File: src/rtl/fetch_pkg.sv
// Shared definitions for the 6502 fetch stage.
//   fetch_state_t        : FSM state encoding; debug_state exposes it directly
//   DEFAULT_RESET_VECTOR : address of the reset vector low byte
//   opcode_length()      : instruction length 1..3 from the opcode byte.
//                          Execute calls the same function.
package fetch_pkg;

  typedef enum logic [2:0] {
    ST_VEC_LO  = 3'd0,
    ST_VEC_HI  = 3'd1,
    ST_OPCODE  = 3'd2,
    ST_OPER_LO = 3'd3,
    ST_OPER_HI = 3'd4,
    ST_HOLD    = 3'd5
  } fetch_state_t;

  localparam logic [15:0] DEFAULT_RESET_VECTOR = 16'hFFFC;

  // The first matching rule wins. Illegal opcodes still follow these rules,
  // so the fetch stage never traps.
  function automatic logic [1:0] opcode_length(input logic [7:0] opcode);
    logic [3:0] lo;
    lo = opcode[3:0];
    if (opcode == 8'h20 || lo >= 4'hC ||
        ((lo == 4'h9 || lo == 4'hB) && opcode[4]))
      return 2'd3;
    if (opcode == 8'h00 || opcode == 8'h40 || opcode == 8'h60 ||
        lo == 4'h8 || lo == 4'hA)
      return 2'd1;
    return 2'd2;
  endfunction

endpackage

File: src/rtl/fetch_wait_ctr.sv
// Read-latency pacing counter for the fetch stage.
//   clk, resetn : clock and asynchronous active-low reset
//   clear       : restart the count (a new address was launched out of order)
//   enable      : a byte read is outstanding
//   strobe      : read_data is valid for the address launched READ_LATENCY+1
//                 edges earlier
// The count returns to zero on every strobe, so the byte launched on that
// same edge starts timing immediately.
module fetch_wait_ctr #(
  parameter int unsigned READ_LATENCY = 1
) (
  input  logic clk,
  input  logic resetn,
  input  logic clear,
  input  logic enable,
  output logic strobe
);

  logic [1:0] cnt;

  assign strobe = enable && (cnt == 2'(READ_LATENCY));

  always_ff @(posedge clk or negedge resetn) begin
    if (!resetn) begin
      cnt <= 2'd0;
    end else if (clear || strobe) begin
      cnt <= 2'd0;
    end else if (enable) begin
      cnt <= cnt + 2'd1;
    end
  end

endmodule

File: src/rtl/instr_fetch.sv
// Fetch stage of the 6502 core. After reset it reads the vector at
// RESET_VECTOR/RESET_VECTOR+1, then repeatedly reads an opcode plus 0..2
// operand bytes and offers the whole instruction to execute.
//   clk, resetn        : clock, asynchronous active-low reset
//   address            : registered memory read address
//   read_data          : memory read data, READ_LATENCY cycles after sampling
//   redirect_valid/pc  : one-cycle restart request from execute
//   instr_*            : instruction bundle, valid/ready handshake
//   debug_state        : current FSM state encoding
//
// Handshake: the bundle transfers on a rising edge where instr_valid and
// instr_ready are both 1. While instr_valid=1 and instr_ready=0 every instr_*
// output holds. A redirect in any post-vector state overrides the handshake.
module instr_fetch
  import fetch_pkg::*;
#(
  parameter logic [15:0] RESET_VECTOR = DEFAULT_RESET_VECTOR,
  parameter int unsigned READ_LATENCY = 1
) (
  input  logic        clk,
  input  logic        resetn,
  output logic [15:0] address,
  input  logic [7:0]  read_data,
  input  logic        redirect_valid,
  input  logic [15:0] redirect_pc,
  output logic        instr_valid,
  input  logic        instr_ready,
  output logic [7:0]  instr_opcode,
  output logic [15:0] instr_operand,
  output logic [1:0]  instr_length,
  output logic [15:0] instr_pc,
  output logic [2:0]  debug_state
);

  fetch_state_t state_q, state_d;
  logic [15:0]  pc;
  logic         strobe;
  logic         redirect_take;
  logic         accept;
  logic [1:0]   new_length;
  logic [15:0]  next_pc;

  // Redirects are only meaningful once a program counter exists.
  assign redirect_take = redirect_valid &&
                         (state_q != ST_VEC_LO) && (state_q != ST_VEC_HI);
  assign accept        = (state_q == ST_HOLD) && instr_ready;
  assign new_length    = opcode_length(read_data);
  assign next_pc       = instr_pc + {14'd0, instr_length};

  assign instr_valid = (state_q == ST_HOLD);
  assign debug_state = state_q;

  fetch_wait_ctr #(.READ_LATENCY(READ_LATENCY)) u_wait_ctr (
    .clk    (clk),
    .resetn (resetn),
    .clear  (redirect_take),
    .enable (state_q != ST_HOLD),
    .strobe (strobe)
  );

  always_ff @(posedge clk or negedge resetn) begin
    if (!resetn) begin
      state_q <= ST_VEC_LO;
    end else begin
      state_q <= state_d;
    end
  end

  always_comb begin
    state_d = state_q;
    if (redirect_take) begin
      state_d = ST_OPCODE;
    end else begin
      case (state_q)
        ST_VEC_LO:  if (strobe) state_d = ST_VEC_HI;
        ST_VEC_HI:  if (strobe) state_d = ST_OPCODE;
        ST_OPCODE:  if (strobe) state_d = (new_length == 2'd1) ? ST_HOLD : ST_OPER_LO;
        ST_OPER_LO: if (strobe) state_d = (instr_length == 2'd3) ? ST_OPER_HI : ST_HOLD;
        ST_OPER_HI: if (strobe) state_d = ST_HOLD;
        ST_HOLD:    if (accept) state_d = ST_OPCODE;
        default:    state_d = ST_VEC_LO;
      endcase
    end
  end

  // Datapath. pc[7:0] doubles as the vector low-byte holding register.
  always_ff @(posedge clk or negedge resetn) begin
    if (!resetn) begin
      address       <= RESET_VECTOR;
      pc            <= 16'd0;
      instr_opcode  <= 8'd0;
      instr_operand <= 16'd0;
      instr_length  <= 2'd0;
      instr_pc      <= 16'd0;
    end else if (redirect_take) begin
      address <= redirect_pc;
      pc      <= redirect_pc;
    end else begin
      case (state_q)
        ST_VEC_LO: if (strobe) begin
          pc[7:0] <= read_data;
          address <= RESET_VECTOR + 16'd1;
        end
        ST_VEC_HI: if (strobe) begin
          pc[15:8] <= read_data;
          address  <= {read_data, pc[7:0]};
        end
        ST_OPCODE: if (strobe) begin
          instr_opcode  <= read_data;
          instr_length  <= new_length;
          instr_pc      <= pc;
          instr_operand <= 16'd0;
          if (new_length != 2'd1) address <= pc + 16'd1;
        end
        ST_OPER_LO: if (strobe) begin
          instr_operand[7:0] <= read_data;
          if (instr_length == 2'd3) address <= address + 16'd1;
        end
        ST_OPER_HI: if (strobe) begin
          instr_operand[15:8] <= read_data;
        end
        ST_HOLD: if (accept) begin
          pc      <= next_pc;
          address <= next_pc;
        end
        default: ;
      endcase
    end
  end

endmodule

File: config.mk
export PLATFORM = sky130hd
export DESIGN_NAME = instr_fetch
export DESIGN_NICKNAME = d
export VERILOG_FILES = /design/src/rtl/fetch_pkg.sv /design/src/rtl/fetch_wait_ctr.sv /design/src/rtl/instr_fetch.sv
export SDC_FILE = /design/constraint.sdc
export NUM_CORES = 1
export LEC_CHECK = 0
export CORE_MARGIN = 4
export CORE_UTILIZATION = 30
export DETAILED_ROUTE_END_ITERATION = 12
export GPL_ROUTABILITY_DRIVEN = 0
export GPL_TIMING_DRIVEN = 1
export HOLD_SLACK_MARGIN = 0.06
export SYNTH_ARGS = -nofsm -noshare
export SYNTH_HDL_FRONTEND = slang
export SYNTH_HIERARCHICAL = 1
export SYNTH_SLANG_ARGS = --single-unit
File: constraint.sdc
create_clock -name clk -period 6.1 [get_ports clk]
set_input_delay 1.22 -clock clk [delete_from_list [all_inputs] [get_ports clk]]
set_output_delay 1.22 -clock clk [all_outputs]
set_load 0.03 [all_outputs]
Yosys cells after proc, flatten, opt, wreduce, memory -nomap -nowiden. Index checks and enable logic that the tools add are counted.

Flip-flop bits (word level): 79. Latch bits: 0. Bits in writable memories: 0. ROM bits: 0. Input port bits: 28. Memories: 0.

$add $sub $neg: 4. Multiply operators: 0. Div/mod/pow operators: 0. Order comparisons: 1. Eq/ne operators: 29. Shift operators: 0. Multiplexer cells: 35. Bitwise gates (word level): 1. Reductions and logical operators: 29.

Operators by type and width (count): 16-bit 2-to-1 mux (10); 16-bit case mux with 5 select lines (1); 8-bit case mux with 2 select lines (4); 16-bit by 1-bit adder with 16-bit output (second input constant) (2); 3-bit 2-to-1 mux (8); 3-bit by 1-bit inequality test with 1-bit output (second input constant) (7); 3-bit case mux with 6 select lines (1); 16-bit by 2-bit adder with 16-bit output (1); 4-bit equality test (second input constant) (4); 8-bit by 7-bit equality test with 1-bit output (second input constant) (2); 2-bit 2-to-1 mux (6); 3-bit AND reduction (3); 3-bit nonzero test (3); 8-bit by 6-bit equality test with 1-bit output (second input constant) (1); 8-bit logical NOT (1); 1-bit logical OR (8); 8-bit 2-to-1 mux (1); 2-bit by 1-bit inequality test with 1-bit output (second input constant) (4); 4-bit AND reduction (2); 8-bit AND reduction (1); 3-bit by 2-bit equality test with 1-bit output (second input constant) (2); 3-bit equality test (second input constant) (2); 3-bit by 2-bit inequality test with 1-bit output (second input constant) (2); 6-bit AND reduction (1); other kinds (12) (22).

Logic depth before layout (Yosys ltp).
Depth after elaboration: 14. Mapped depth: 12.

Hierarchy. Netlist, hierarchy kept.

Modules (own cells, without submodules): instr_fetch (times used 1, cells each 556, area an instance 4753.3 um2); fetch_wait_ctr (times used 1, cells each 10, area an instance 111.4 um2).

Worst setup path after synthesis. OpenSTA, ideal clock, no wires.

Path type: reg2out. Start point: register state_q[0], in the netlist debug_state[0]. End point: output instr_valid. Arrival time: 1.578 ns. Setup slack: 3.302 ns. Stages on the path, launching flop included: 7. Path through: dfrtp_1 > buf_4 > buf_2 > nand2_1 > inv_1 > buf_4 > buf_2.

Longest elaborated chain between the ends: 1.

RTL lines: start, declared (line instr_fetch.sv:35) `fetch_state_t state_q, state_d;`; start signal, assigned (line instr_fetch.sv:65) `state_q <= state_d;`; 3-bit equality test (line instr_fetch.sv:50) `assign instr_valid = (state_q == ST_HOLD);`; end, declared (line instr_fetch.sv:26) `output logic instr_valid,`.

No other way between the ends.

Final worst setup path.
Start point: register state_q[2], in the netlist debug_state[2]. End point: output instr_valid.

The elaborated chain is that of the path after synthesis.

==> run_results.csv <==
group,metric,value,unit
global_routing,met1_usage,25.8,%
power_and_ir_drop,power.share.clock,15.6,%
global_routing,antenna_found_initial,0,
clock_tree,clkSinkCount,79,
synthesis,synth-main-ff-cell,"dfrtp_1",
clock_tree,clock_path_buffers,2,
detailed_routing,vias,4718,
global_routing,grt_most_used_layer,"met2",
detailed_routing,drc_errors,0,
hold_path,hp-start,"instr_opcode[6]",
synthesis,synthTopCellsByArea,"dfrtp_1 (33%), nand2_1 (10%), dfstp_2 (7.6%), o21ai_0 (4.1%), xor2_1 (2.7%)",
power_and_ir_drop,p_comb_share,53.8,%
synthesis,async_flop_share,100,%
synthesis,netlist_area,4860,sq um
run_status,status,"finished clean",
timing,worst_pin_slew,1.21,ns
timing,hold_viol_final,0,
clock_tree,cts_hold_buffers,0,
global_routing,grt_pass1_vias,4588,
cells_and_area,stdcell_count,857,
timing,clock.fmax,220,MHz
clock_tree,cts_max_level,3,
global_routing,grt_pass1_wl,26.2,mm
timing,holdWs,0.487,ns
timing,timing.final.crit_period,4.54,ns
global_routing,track_usage,18.3,%
synthesis,netlist_top_cells_count,"nand2_1 (136), dfrtp_1 (65), o21ai_0 (40), nor2_1 (34), a21oi_1 (24)",
detailed_routing,ant_nets,0,
power_and_ir_drop,p_sw_share,47.6,%
cells_and_area,fin_nets,669,
synthesis,ys_seq_area_share,41.0,%
synthesis,synth_area_leader_cell,"dfrtp_1",
timing,clock_skew,0.00783,ns
clock_tree,cts_tree,"done",
timing,finalSetupViolations,0,
setup_path,cp-start-kind,"register",
power_and_ir_drop,leakage,2.52,nW
power_and_ir_drop,vdd_drop_max,203,uV
die,die_h,135,microns
setup_path,path_class,"register to primary output",
setup_path,crit_chain,"nor2b_1 -> nand2_1 -> inv_1 -> clkdlybuf4s50_1",
power_and_ir_drop,p_sw,1.77,mW
timing,fin_crit_sh,74.5,%
setup_path,r2r-start,"debug_state[1]",
global_routing,grtUsageMet3,3.86,%
cells_and_area,drive_gt1_share,8.42,%
synthesis,yosysMostFrequentCell,"nand2_1",
timing,relSlewSlack,19.0,%
die,core_area,15900,sq um
die,die_w,135,microns
power_and_ir_drop,power.internal,1.95,mW
clock_tree,clock_latency,0.34,ns
synthesis,syn_inst,566,
setup_path,crit_path_max_incr_delay,0.80,ns
setup_path,arrival,3.32,ns
detailed_routing,wirelength,16.8,mm
global_routing,grt_max_degree,80,
detailed_routing,via_per_inst,5.51,
setup_path,crit_required,4.88,ns
timing,maxSlewViolCount,0,
timing,fin_setup_tns,0,ns
synthesis,synth_top_area_share,33.4,%
clock_tree,root_buffer,"clkbuf_16",
synthesis,synth_seq_cells,79,
power_and_ir_drop,seq_power_share,30.6,%
setup_path,endpoint_kind,"primary output",
cells_and_area,insertedDiodeCount,0,
place,dp_cells,841,
clock_tree,clkTransAtPathRegs,0.06,ns
detailed_routing,drtPass1Iterations,5,
clock_tree,cts_resized,0,
synthesis,synth_edf_count,0,
die,dieArea,18300,sq um
synthesis,syn_area_per_cell,8.59,sq um
cells_and_area,syn2layout_area_growth,27.3,%
clock_tree,numCtsBuffers,9,
global_routing,grt-ovfl-total,0,
detailed_routing,drt-initial-drc-count,579,
die,initial_utilization,30.6,%
flow_run,cap_violations,0,
global_routing,met2_usage,27.2,%
setup_path,critPathMaxFanout,21,
cells_and_area,fin_util,39.0,%
setup_path,crit_start,"debug_state[2]",
timing,rsz0062_at_grt,"false",
hold_path,hp-class,"register to register",
detailed_routing,avgRoutedWirePerCell,19.5,microns
place,dp_hpwl,12.2,mm
cells_and_area,nFillCells,1644,
synthesis,synth_warnings,6,
clock_tree,cts_setup_buffers,0,
synthesis,syn_nets,599,
power_and_ir_drop,power.density,601,nW/um^2
die,rows,46,
synthesis,synth_cell_type_count,68,
die,io_pins,90,
place,port_buffers,89,
setup_path,cpMaxStageDelayCell,"clkdlybuf4s50_1",
worst paths after layout:
path | to | cells after the start | slack [ns]
max in group asynchronous | pc[3] | 1 | 4.37
hold reg to reg | instr_opcode[6] | 2 | 0.49
hold / removal | instr_opcode[6] | 2 | 0.49
min in group asynchronous | instr_operand[14] | 1 | 1.05
setup / recovery | instr_valid | 4 | 1.56
setup reg to reg | instr_opcode[0] | 5 | 2.57
metrics by stage:
step	setup WS (ns)	total power, mW	area [sq um]
2_1_floorplan	3.30	2.33	4860
3_3_place_gp	2.00	3.09	5880
3_5_place_dp	1.91	3.11	5880
4_1_cts	1.60	3.71	6190
5_1_grt	1.41	3.94	6190
6_report	1.56	3.72	6190
sequential cells by signal, indices dropped and copies added, names as in the netlist:
register	cells
instr_operand	16
address	16
instr_pc	16
debug_state	3
pc	16
instr_opcode	8
u_wait_ctr/cnt	2
instr_length	2
cell type report:
type,instances,area (sq um),area share (%)
clock buffers,11,233,3.76
clock inverters,5,81.3,1.31
inverters,12,45.0,0.727
multi-input cells,441,2650,42.8
flip-flops and latches,79,1990,32.2
well taps,216,270,4.36
repair buffers,93,918,14.8
kinds of logic (layout without fill, tap and decap cells):
| family | after synthesis | count (layout) | synth area share, % |
|---|---|---|---|
| simple gates | 241 | 241 | 23.6 |
| compound gates | 150 | 150 | 20.8 |
| flops | 79 | 79 | 41.0 |
| buf+inv | 46 | 121 | 4.50 |
| xor+xnor | 28 | 28 | 5.04 |
| mux | 17 | 17 | 3.63 |
| fa+ha+maj | 5 | 5 | 1.44 |
power by group through the flow:
stage	logic (mW)	clock network, mW	registers (mW)
after detailed placement	1.97	0	1.14
after floorplan	1.03	0	1.30
after global placement	1.96	0	1.13
after global routing	2.15	0.611	1.18
final	2.00	0.581	1.14
after CTS	1.99	0.589	1.13
worst max-delay path, delay by kind of cell (launching register included):
kind          cells  cell delay [ns]
flops             1             0.77
simple gates      2             0.73
buf+inv           2             1.48
routing by layer:
metal / part of all wire (%) / vias up / wire length [microns]
met5: 0 / - / 0
met4: 3.0 / 0 / 510
met3: 8.3 / 42 / 1390
met2: 44 / 249 / 7400
met1: 44 / 2257 / 7450
li1: - / 2170 / -
layout by cell type, fill, tap and decap left out, types with 11 or more instances in the layout:
cell,count
xnor2_1,13
nand2_1,136
mux2i_1,12
xor2_1,15
nor2_1,34
dfstp_2,14
nand3_1,11
inv_1,11
dfrtp_1,65
clkdlybuf4s50_1,88
o21ai_0,40
o22ai_1,12
a21oi_1,24
No activity file was read; power rests on OpenSTA's default activity.
